==> config.mk <==
export PLATFORM = sky130hd
export DESIGN_NAME = regfile_read_port
export DESIGN_NICKNAME = d
export VERILOG_FILES = /design/src/rtl/regfile_read_port.sv
export SDC_FILE = /design/constraint.sdc
export NUM_CORES = 1
export LEC_CHECK = 0
export BUFFER_PORTS_ARGS = -buffer_cell sky130_fd_sc_hd__buf_2
export CAP_MARGIN = 25
export CORE_MARGIN = 3
export CORE_UTILIZATION = 48
export DETAILED_ROUTE_END_ITERATION = 8
export GPL_TIMING_DRIVEN = 1
export PLACE_DENSITY = 0.86
export SYNTH_ARGS = -nofsm -noshare
export SYNTH_HDL_FRONTEND = slang
export SYNTH_SLANG_ARGS = --single-unit
==> constraint.sdc <==
create_clock -name clk -period 3.3 [get_ports clk]
set_input_delay 0 -clock clk [delete_from_list [all_inputs] [get_ports clk]]
set_output_delay 0 -clock clk [all_outputs]
set_load 0.005 [all_outputs]
==> src/rtl/regfile_read_port.sv <==
// regfile_read_port
// Read-side controller for the 16x16 register file. A two-operand read
// request is accepted over a valid/ready handshake. The source IDs are
// decoded into one-hot wordlines for one cycle, and both bitlines are then
// captured into holding registers. Those registers are presented on a
// valid/ready response interface.
//
// Ports
//   clk, rst                 clock, synchronous active-high reset
//   ReqValid/ReqReady        request handshake
//   SrcReg1/SrcReg2          source register IDs
//   ReadEnable1/ReadEnable2  one-hot wordlines (asserted in READ only)
//   Bitline1/Bitline2        data returned by the array
//   WriteReg/DstReg/DstData  concurrent array write, used for bypass
//   RspValid/RspReady        response handshake
//   SrcData1/SrcData2        captured operands
module regfile_read_port #(
  parameter int NREGS = 16,
  parameter int WIDTH = 16
) (
  input  logic             clk,
  input  logic             rst,
  input  logic             ReqValid,
  output logic             ReqReady,
  input  logic [3:0]       SrcReg1,
  input  logic [3:0]       SrcReg2,
  output logic [NREGS-1:0] ReadEnable1,
  output logic [NREGS-1:0] ReadEnable2,
  input  logic [WIDTH-1:0] Bitline1,
  input  logic [WIDTH-1:0] Bitline2,
  input  logic             WriteReg,
  input  logic [3:0]       DstReg,
  input  logic [WIDTH-1:0] DstData,
  output logic             RspValid,
  input  logic             RspReady,
  output logic [WIDTH-1:0] SrcData1,
  output logic [WIDTH-1:0] SrcData2
);

  typedef enum logic [1:0] {IDLE = 2'd0, READ = 2'd1, RESP = 2'd2} state_t;

  state_t           state, state_nxt;
  logic [3:0]       id1_p0, id2_p0;
  logic [WIDTH-1:0] data1_p1, data2_p1;
  logic             req_hs;

  // Register 0 has no wordline and always reads as zero.
  function automatic logic [NREGS-1:0] wordline(input logic [3:0] id);
    wordline = '0;
    if (id != 4'd0) wordline[id] = 1'b1;
  endfunction

  // Operand selection at capture time: zero register, then bypass from a
  // write landing on the same edge, then the array bitline.
  function automatic logic [WIDTH-1:0] capture(input logic [3:0]       id,
                                               input logic             wr,
                                               input logic [3:0]       dst,
                                               input logic [WIDTH-1:0] wd,
                                               input logic [WIDTH-1:0] bl);
    if (id == 4'd0)                capture = '0;
    else if (wr && (dst == id))    capture = wd;
    else                           capture = bl;
  endfunction

  assign req_hs = ReqValid && ReqReady;

  always_ff @(posedge clk) begin
    if (rst) state <= IDLE;
    else     state <= state_nxt;
  end

  always_comb begin
    state_nxt = state;
    unique case (state)
      IDLE:    if (req_hs) state_nxt = READ;
      READ:    state_nxt = RESP;
      RESP:    if (RspReady) state_nxt = req_hs ? READ : IDLE;
      default: state_nxt = IDLE;
    endcase
  end

  // ReqReady is held low while rst is asserted. In RESP it follows RspReady
  // so that a new request can be accepted while the response is consumed.
  always_comb begin
    ReqReady    = 1'b0;
    RspValid    = 1'b0;
    ReadEnable1 = '0;
    ReadEnable2 = '0;
    unique case (state)
      IDLE: ReqReady = !rst;
      READ: begin
        ReadEnable1 = wordline(id1_p0);
        ReadEnable2 = wordline(id2_p0);
      end
      RESP: begin
        RspValid = 1'b1;
        ReqReady = RspReady && !rst;
      end
      default: ;
    endcase
  end

  // Stage p0: source IDs latched on request handshake.
  always_ff @(posedge clk) begin
    if (rst) begin
      id1_p0 <= '0;
      id2_p0 <= '0;
    end else if (req_hs) begin
      id1_p0 <= SrcReg1;
      id2_p0 <= SrcReg2;
    end
  end

  // Stage p1: operands captured at the end of READ, then held as a snapshot.
  always_ff @(posedge clk) begin
    if (rst) begin
      data1_p1 <= '0;
      data2_p1 <= '0;
    end else if (state == READ) begin
      data1_p1 <= capture(id1_p0, WriteReg, DstReg, DstData, Bitline1);
      data2_p1 <= capture(id2_p0, WriteReg, DstReg, DstData, Bitline2);
    end
  end

  assign SrcData1 = data1_p1;
  assign SrcData2 = data2_p1;

endmodule

Word-level counts from Yosys, hierarchy flattened
Cells that the tools add are included.
Word-level totals
  input bits: 65
  logic and storage cells: 46
  output and inout port bits: 66
  bits in registers: 42
Operators by class
  multiplexer cells: 18
  order comparisons: 4
  reductions and logical operators: 13
  equal/unequal tests: 6
Operators with widths (number)
  16-bit 2-to-1 mux: 8
  4-bit by 5-bit < comparator with 1-bit output (second input constant): 2
  1-bit demux with 4-bit select: 2
  4-bit equality test: 2
  4-bit by 1-bit >= comparator with 1-bit output (second input constant): 2
  4-bit zero test: 2
  4-bit nonzero test: 2
  1-bit logical AND: 6
  2-bit one-hot mux with 3 select lines: 1
  1-bit 2-to-1 mux: 4
  2-bit 2-to-1 mux: 2
  2-bit inequality test (second input constant): 2
  2-bit by 1-bit equality test with 1-bit output (second input constant): 1
  2-bit equality test (second input constant): 1
  2-bit zero test: 1
  1-bit one-hot mux with 2 select lines: 1
  2-bit AND reduction: 1
  1-bit zero test: 1

Depth between registers and ports, before layout
Gate-level depths: netlist (run 1).
  depth in word-level cells: 7
  mapped depth: 8

Worst setup path after synthesis (run 1)
Ideal clock, no wire load.
  kind: reg-to-reg
  start: register id2_p0[2]
  end: register data2_p1[10], in the netlist SrcData2[10]
  path slack: 1805 ps
  cell stages (with the launch flop): 8
  clock period less this slack: 1495 ps
  arrival time: 1372 ps
  required time: 3177 ps
  cells stage by stage: dfxtp_1 -> buf_2 -> xor2_1 -> nor3_4 -> and2_1 -> buf_6 -> buf_8 -> o211ai_2
On the way
  word-level cells in the longest chain between the ends: 4
  elaborated cells on any way between the ends: 5
  classes of those cells: eq/ne (1); mux (2); reduce/logical (2)
Ends and longest elaborated chain
  start: declaration: line 43  | logic [3:0] id1_p0, id2_p0;
  start signal: assignment: line 110  | id2_p0 <= SrcReg2;
  4-bit equality test: line 61  | else if (wr && (dst == id)) capture = wd;
  1-bit logical AND: line 61
  16-bit 2-to-1 mux: line 61
  16-bit 2-to-1 mux (*): line 60  | if (id == 4'd0) capture = '0;
  end signal: assignment: line 121  | data2_p1 <= capture(id2_p0, WriteReg, DstReg, DstData, Bitline2);
  end: declaration: line 44  | logic [WIDTH-1:0] data1_p1, data2_p1;
Mark *: on every way between the ends. The rest lies on a longest branch, timed or not.
A chain may end at the register's enable or synchronous reset.

Worst setup path in the final report (run 1)
  start: register id2_p0[2]
  end: register data2_p1[0], in the netlist SrcData2[0]
The elaborated chain is that of the path after synthesis.

==> run summary, run 1 <==
status: complete, no violations
Clock Latency Late Sink: 0.29 ns
Total Wirelength: 8.14 mm
Critical path buffers and inverters: 1
DRC viols: 0
final setup violation count: 0
final clock skew: 0.00688 ns
Worst-Margin Slew: 1.06 ns
drt first pass iters: 5
WP data arrival: 2.96 ns
largest net degree at the start of global routing: 33
synthesized cell area: 2370 um^2
Die X: 76.3 um
CTS H-tree lvls: 2
Design Area, Final: 3480 um^2
WS Path Type: flop to flop
DIE HEIGHT: 76.3 um
RSZ-0062 raised after global routing: no
PortBufs: 128
final core occ: 0.762
# resized after CTS: 0
WL per Instance: 16.0 um
drt initial violations: 333
PD cells: 331 nW/um^2
asr flop ratio synth: 0
worst path cell trace: xor2_1, nor3_4, and2_1, o211ai_1, dlygate4sd3_1
type of origin of the critical path: flop
Synth Warn #: 0
final worst path period need: 2.78 ns
Post-DP Area: 2930 um^2
clock root buffer: clkbuf_8
P_int: 0.847 mW
first-pass GRT wire length: 13.0 mm
GRT Total Usage: 0.270
CP endpoint kind: flop
Fin Hold WS: 0.00396 ns
worst hold path class: input port to flop
max cap viols: 0
CP max stage delay: 0.73 ns
# hold bufs at CTS: 44
Comb power frac: 0.176
Fmax achieved: 359 MHz
TritonCTS clock tree: yes
CTS Buf Count: 5
Slowest cell on crit path: and2_1
placed wire-length estimate: 5.51 mm
Seq pwr share: 0.472
clk buf depth: 2
Max-slew headroom: 0.291
post-synth top area cell: dfxtp_1
footprint of the multi-input gates: 1340 um^2
die area: 5820 um^2
share of the synthesized area in the top cell type: 0.355
top_reg_cell synth: dfxtp_1
register area share after synthesis: 0.355
vias: 2,771
initial antenna violation count: 0
crit-path max FO: 17
Diodes inserted: 0
antenna-violating nets left: 0
Reg area: 841 um^2
Starting Density: 0.519
Synth Register Bits: 42
Net Switching: 0.304 mW
Final Hold Fails: 0
CP delay by family, top: simple AND/OR/NAND/NOR gates
switching share of power: 0.264
Reg clk slew, reported paths: 0.08 ns
EDFF count, synth: 0
clk sinks: 42
Synth area leaders: dfxtp_1 35%, nand2_1 11%, o211ai_2 11%
final net count: 508
Req. time, crit path: 3.48 ns
Congestion Overflow GR: 0
RePlAce Congestion: 0.862
vias in the first global route: 2,721
VDD IR max: 0.226 mV
# Post-CTS Setup Buffers: 0
core area: 4560 um^2
synthesis-to-finish area growth: 46.8%
I/O pin cnt: 131
Slew Viols, Final: 0
period utilisation layout: 0.844
layout cells sized above 1: 0.369
vias per inst: 5.44
setup TNS: 0 ns
Static Leakage: 1.66 nW
Cells after Synth: 292
Syn Area/Cell: 8.12 um^2
Clock Power Share: 0.353
# fillers: 329
row count: 24
synth unique cells: 28
-- placed cells by master (no fill, tap or decap), drive strengths merged, types with 5 or more instances in the layout --
cell | netlist | final
nand4 | 32 | 32
buf | 19 | 131
xor2 | 6 | 6
dlygate4sd3 | 0 | 44
nor4 | 8 | 8
nand2 | 70 | 70
mux2i | 8 | 8
nand2b | 5 | 5
clkbuf | 13 | 6
dfxtp | 42 | 42
nor3 | 10 | 10
nor2 | 30 | 30
o211ai | 32 | 32
-- cells by family (layout without fill, tap and decap cells) --
group           after synthesis  in the layout  synth area share
simple gates                164            164             0.335
flops                        42             42             0.355
compound gates               35             35             0.153
buf+inv                      34            185            0.0924
xor+xnor                      8              8            0.0296
mux                           8              8            0.0338
other cells                   1              2           0.00158
-- tightest hold or removal path, delay by kind of cell --
| family | cells | cell delay [ns] |
|---|---|---|
| AOI/OAI and AO/OA | 1 | 0.08 |
| and+or+nand+nor | 1 | 0.09 |
| buffers and inverters | 1 | 0.10 |
-- power groups by stage --
stage	registers (mW)	logic, mW	clock network (mW)
6_report	0.543	0.202	0.406
5_1_grt	0.545	0.218	0.431
4_1_cts	0.542	0.197	0.404
3_5_place_dp	0.553	0.158	0
3_3_place_gp	0.553	0.154	0
2_1_floorplan	0.543	0.105	0
-- routing by layer --
| metal | GRT usage | part of all wire | wire [um] | vias to the layer above |
|---|---|---|---|---|
| met5 | 0 | 0 | 0 | - |
| met4 | 0.118 | 0.036 | 293 | 0 |
| met3 | 0.0461 | 0.072 | 587 | 33 |
| met2 | 0.460 | 0.51 | 4140 | 160 |
| met1 | 0.334 | 0.38 | 3120 | 1260 |
| li1 | - | - | - | 1318 |
-- final timing paths --
kind,to,from,cells after the start,slack (ns)
worst max-delay path,SrcData2[0],id2_p0[2],5,0.52
worst min-delay path,SrcData1[14],DstData[14],3,0.004
worst min register to register,SrcData1[10],SrcData1[10],2,0.46
worst max register to register,SrcData2[0],id2_p0[2],5,0.52
-- synthesized netlist by cell type (4+ instances only) --
| cell | count |
|---|---|
| nor4_1 | 8 |
| nand2_1 | 70 |
| clkbuf_1 | 13 |
| dfxtp_1 | 42 |
| xor2_1 | 6 |
| nand2b_1 | 5 |
| o211ai_2 | 20 |
| nand4_1 | 32 |
| o211ai_1 | 12 |
| nor3_1 | 6 |
| mux2i_1 | 8 |
| buf_6 | 6 |
| buf_4 | 4 |
| buf_2 | 7 |
| and2_1 | 4 |
| nor2_1 | 30 |
-- area by class of cell --
type | instances | share of cell area
Tap cell | 65 | 0.0234
Sequential cell | 42 | 0.242
Clock inverter | 2 | 0.0108
Timing Repair Buffer | 175 | 0.317
Inverter | 2 | 0.00216
Multi-Input combinational cell | 217 | 0.384
Clock buffer | 6 | 0.0209
-- registers in the layout, indices dropped and copies added (netlist names) --
signal    flops
id2_p0        4
SrcData2     16
state         2
SrcData1     16
id1_p0        4
-- through the flow --
step           std cells  power [mW]  setup slack (ns)
2_1_floorplan        293       0.648              1.80
5_1_grt              509        1.19             0.327
6_report             509        1.15             0.516
4_1_cts              509        1.14             0.543
3_3_place_gp         457       0.706              1.13
3_5_place_dp         457       0.712              1.06
(Power assumes the default switching activity.)
==> run 2: changes to the inputs <==
--- a/config.mk
+++ b/config.mk
@@ -5,13 +5,14 @@
 export SDC_FILE = /design/constraint.sdc
 export NUM_CORES = 1
 export LEC_CHECK = 0
+export ABC_AREA = 1
 export BUFFER_PORTS_ARGS = -buffer_cell sky130_fd_sc_hd__buf_2
 export CAP_MARGIN = 25
 export CORE_MARGIN = 3
-export CORE_UTILIZATION = 48
+export CORE_UTILIZATION = 42
 export DETAILED_ROUTE_END_ITERATION = 8
 export GPL_TIMING_DRIVEN = 1
-export PLACE_DENSITY = 0.86
+export PLACE_DENSITY = 0.77
 export SYNTH_ARGS = -nofsm -noshare
 export SYNTH_HDL_FRONTEND = slang
 export SYNTH_SLANG_ARGS = --single-unit
==> constraint.sdc (replaced) <==
create_clock -name clk -period 2.55 [get_ports clk]
set_input_delay 0 -clock clk [delete_from_list [all_inputs] [get_ports clk]]
set_output_delay 0 -clock clk [all_outputs]
set_load 0.005 [all_outputs]
==> run summary, run 2 <==
antenna-violating nets left: 0 (unchanged)
DIE HEIGHT: 85.6 um (+12%)
period utilisation layout: 0.665 (-0.179)
Synth area leaders: dfxtp_1 32%, nand2_1 13%, inv_1 7.8%
crit path capture: SrcData1[1]
FF-to-FF path depth: 6 (+1)
WL per Instance: 13.0 um (-18%)
WP data arrival: 1.92 ns (-1.04 ns)
clk buf depth: 2 (unchanged)
Die X: 85.6 um (+12%)
crit-path max FO: 35 (+18)
Syn Area/Cell: 6.80 um^2 (-16%)
RSZ-0062 raised after global routing: no
Worst-Margin Slew: 0.582 ns (-0.478 ns)
post-synth top area cell: dfxtp_1
Net Switching: 0.477 mW (+57%)
Fmax achieved: 590 MHz (+64%)
TritonCTS clock tree: yes
vias in the first global route: 2,791 (+2.6%)
I/O pin cnt: 131 (unchanged)
setup TNS: 0 ns (unchanged)
clk sinks: 42 (unchanged)
PortBufs: 128 (unchanged)
max cap viols: 0 (unchanged)
Total Wirelength: 7.71 mm (-5.3%)
Final Hold Fails: 0 (unchanged)
Slew Viols, Final: 0 (unchanged)
Worst Setup Slack, final: 0.855 ns (+0.339 ns)
R2R Path Start: state[0]
Comb power frac: 0.221 (+0.045)
switching share of power: 0.301 (+0.0366)
FF-to-FF End: SrcData1[1]
largest net degree at the start of global routing: 42 (+27%)
top_reg_cell synth: dfxtp_1
synth unique cells: 24 (-14%)
CTS Buf Count: 5 (unchanged)
P_int: 1.11 mW (+31%)
final core occ: 0.573 (-0.189)
Starting Density: 0.442 (-0.0771)
Diodes inserted: 0 (unchanged)
crit path from: state[0]
PD cells: 459 nW/um^2 (+39%)
final net count: 580 (+14%)
most frequent cells in the layout: 128 x buf_2, 93 x nand2_1, 55 x inv_1
Req. time, crit path: 2.78 ns (-0.70 ns)
Synth Warn #: 0 (unchanged)
total power: 1.59 mW (+38%)
Reg clk slew, reported paths: 0.08 ns (about the same)
synthesis-to-finish area growth: 29.6%
layout cells sized above 1: 0.347 (-0.0225)
first-pass GRT wire length: 12.7 mm (-2.5%)
CTS H-tree lvls: 2 (unchanged)
Seq pwr share: 0.448 (-0.024)
DRC viols: 0 (unchanged)
vias: 2,931 (+5.8%)
reg2reg setup slack: 0.86 ns (+0.34 ns)
GRT Total Usage: 0.211 (-0.0595)
row count: 28 (+17%)
EDFF count, synth: 0 (unchanged)
VDD IR max: 0.237 mV (+5.0%)
RePlAce Congestion: 0.873 (+1.3%)
worst hold path class: input port to flop
final setup violation count: 0 (unchanged)
clock root buffer: clkbuf_8
type of origin of the critical path: flop
core area: 6030 um^2 (+32%)
worst slack, placed: 0.865 ns (-0.191 ns)
register area share after synthesis: 0.316 (-0.0392)
status: complete, no violations
Layout Cells excl Fill: 591 (+16%)
vias per inst: 4.96 (-8.9%)
die area: 7330 um^2 (+26%)
DP Cell Count: 576 (+26%)
Static Leakage: 1.77 nW (+6.8%)
# hold bufs at CTS: 6 (-86%)
drt initial violations: 151 (-55%)
Synth Register Bits: 42 (unchanged)
Cells after Synth: 392 (+34%)
placed wire-length estimate: 5.93 mm (+7.8%)
most frequent cells after synthesis: 93 x nand2_1, 55 x inv_1, 44 x nor2_1
synthesized cell area: 2660 um^2 (+12%)
CP endpoint kind: flop
count leader, synth: nand2_1
final worst path period need: 1.69 ns (-1.09 ns)
Max-slew headroom: 0.612 (+0.321)
initial antenna violation count: 0 (unchanged)
most common cell after layout, fill and taps aside: buf_2
final clock skew: 0.00289 ns (-0.00399 ns)
Congestion Overflow GR: 0 (unchanged)
share of the synthesized area in the top cell type: 0.316 (-0.0392)
# resized after CTS: 0 (unchanged)
drt first pass iters: 4 (-1)
# Post-CTS Setup Buffers: 0 (unchanged)
asr flop ratio synth: 0 (unchanged)
Clock Power Share: 0.331 (-0.022)
Clock Latency Late Sink: 0.30 ns (about the same)
WS Path Type: flop to flop
-- run 2: logic make-up after synthesis --
logic type / after synthesis / synth area share
DFF: 42 / 0.316
other: 1 / 0.00141
and+or+nand+nor: 220 / 0.425
buffers and inverters: 86 / 0.144
AOI/OAI and AO/OA: 43 / 0.115
-- run 2: layout make-up --
class                      count  area [um^2]
inverter                      65          246
clock buffer                   6         72.6
sequential                    42          841
timing repair buffer         136          718
fill                         603         2570
multi-input combinational    265         1440
tap                           75         93.8
clock inverter                 2         37.5
-- run 2: layer usage --
layer / part of all wire / GRT usage / wire [um] / vias to the layer above
li1: - / - / - / 1501
met1: 0.43 / 0.268 / 3340 / 1318
met2: 0.48 / 0.356 / 3700 / 97
met3: 0.066 / 0.0451 / 505 / 15
met4: 0.021 / 0.0676 / 161 / 0
met5: 0 / 0 / 0 / -
-- run 2: through the flow --
stage / instance area [um^2] / hold slack [ns]
5_1_grt: 3450 / 0.0347
4_1_cts: 3440 / 0.00112
3_3_place_gp: 3270 / 0.261
3_5_place_dp: 3270 / 0.260
6_report: 3450 / 0.000403
2_1_floorplan: 2670 / 0.176
-- run 2: worst min path at each step --
stage	start	to	cells after the start
after floorplan	SrcReg1[2]	id1_p0[2]	2
after global placement	rst	ReqReady	3
after detailed placement	rst	ReqReady	3
after CTS	SrcReg1[0]	id1_p0[0]	3
after global routing	SrcReg2[3]	id2_p0[3]	3
final	SrcReg1[0]	id1_p0[0]	3
-- run 2: critical path, cell delays in order (launching register included) --
cell,delay (ns)
dfxtp_1,0.38
inv_2,0.08
nor2_8,0.15
inv_4,0.17
a31oi_4,0.53
nand3_1,0.14
a21oi_1,0.16
-- run 2: power by group through the flow --
| stage | logic [mW] | clock network, mW | registers, mW |
|---|---|---|---|
| floorplan | 0.240 | 0 | 0.723 |
| global placement | 0.334 | 0 | 0.724 |
| detailed placement | 0.340 | 0 | 0.725 |
| CTS | 0.348 | 0.532 | 0.710 |
| global route | 0.394 | 0.557 | 0.714 |
| finish | 0.351 | 0.525 | 0.710 |
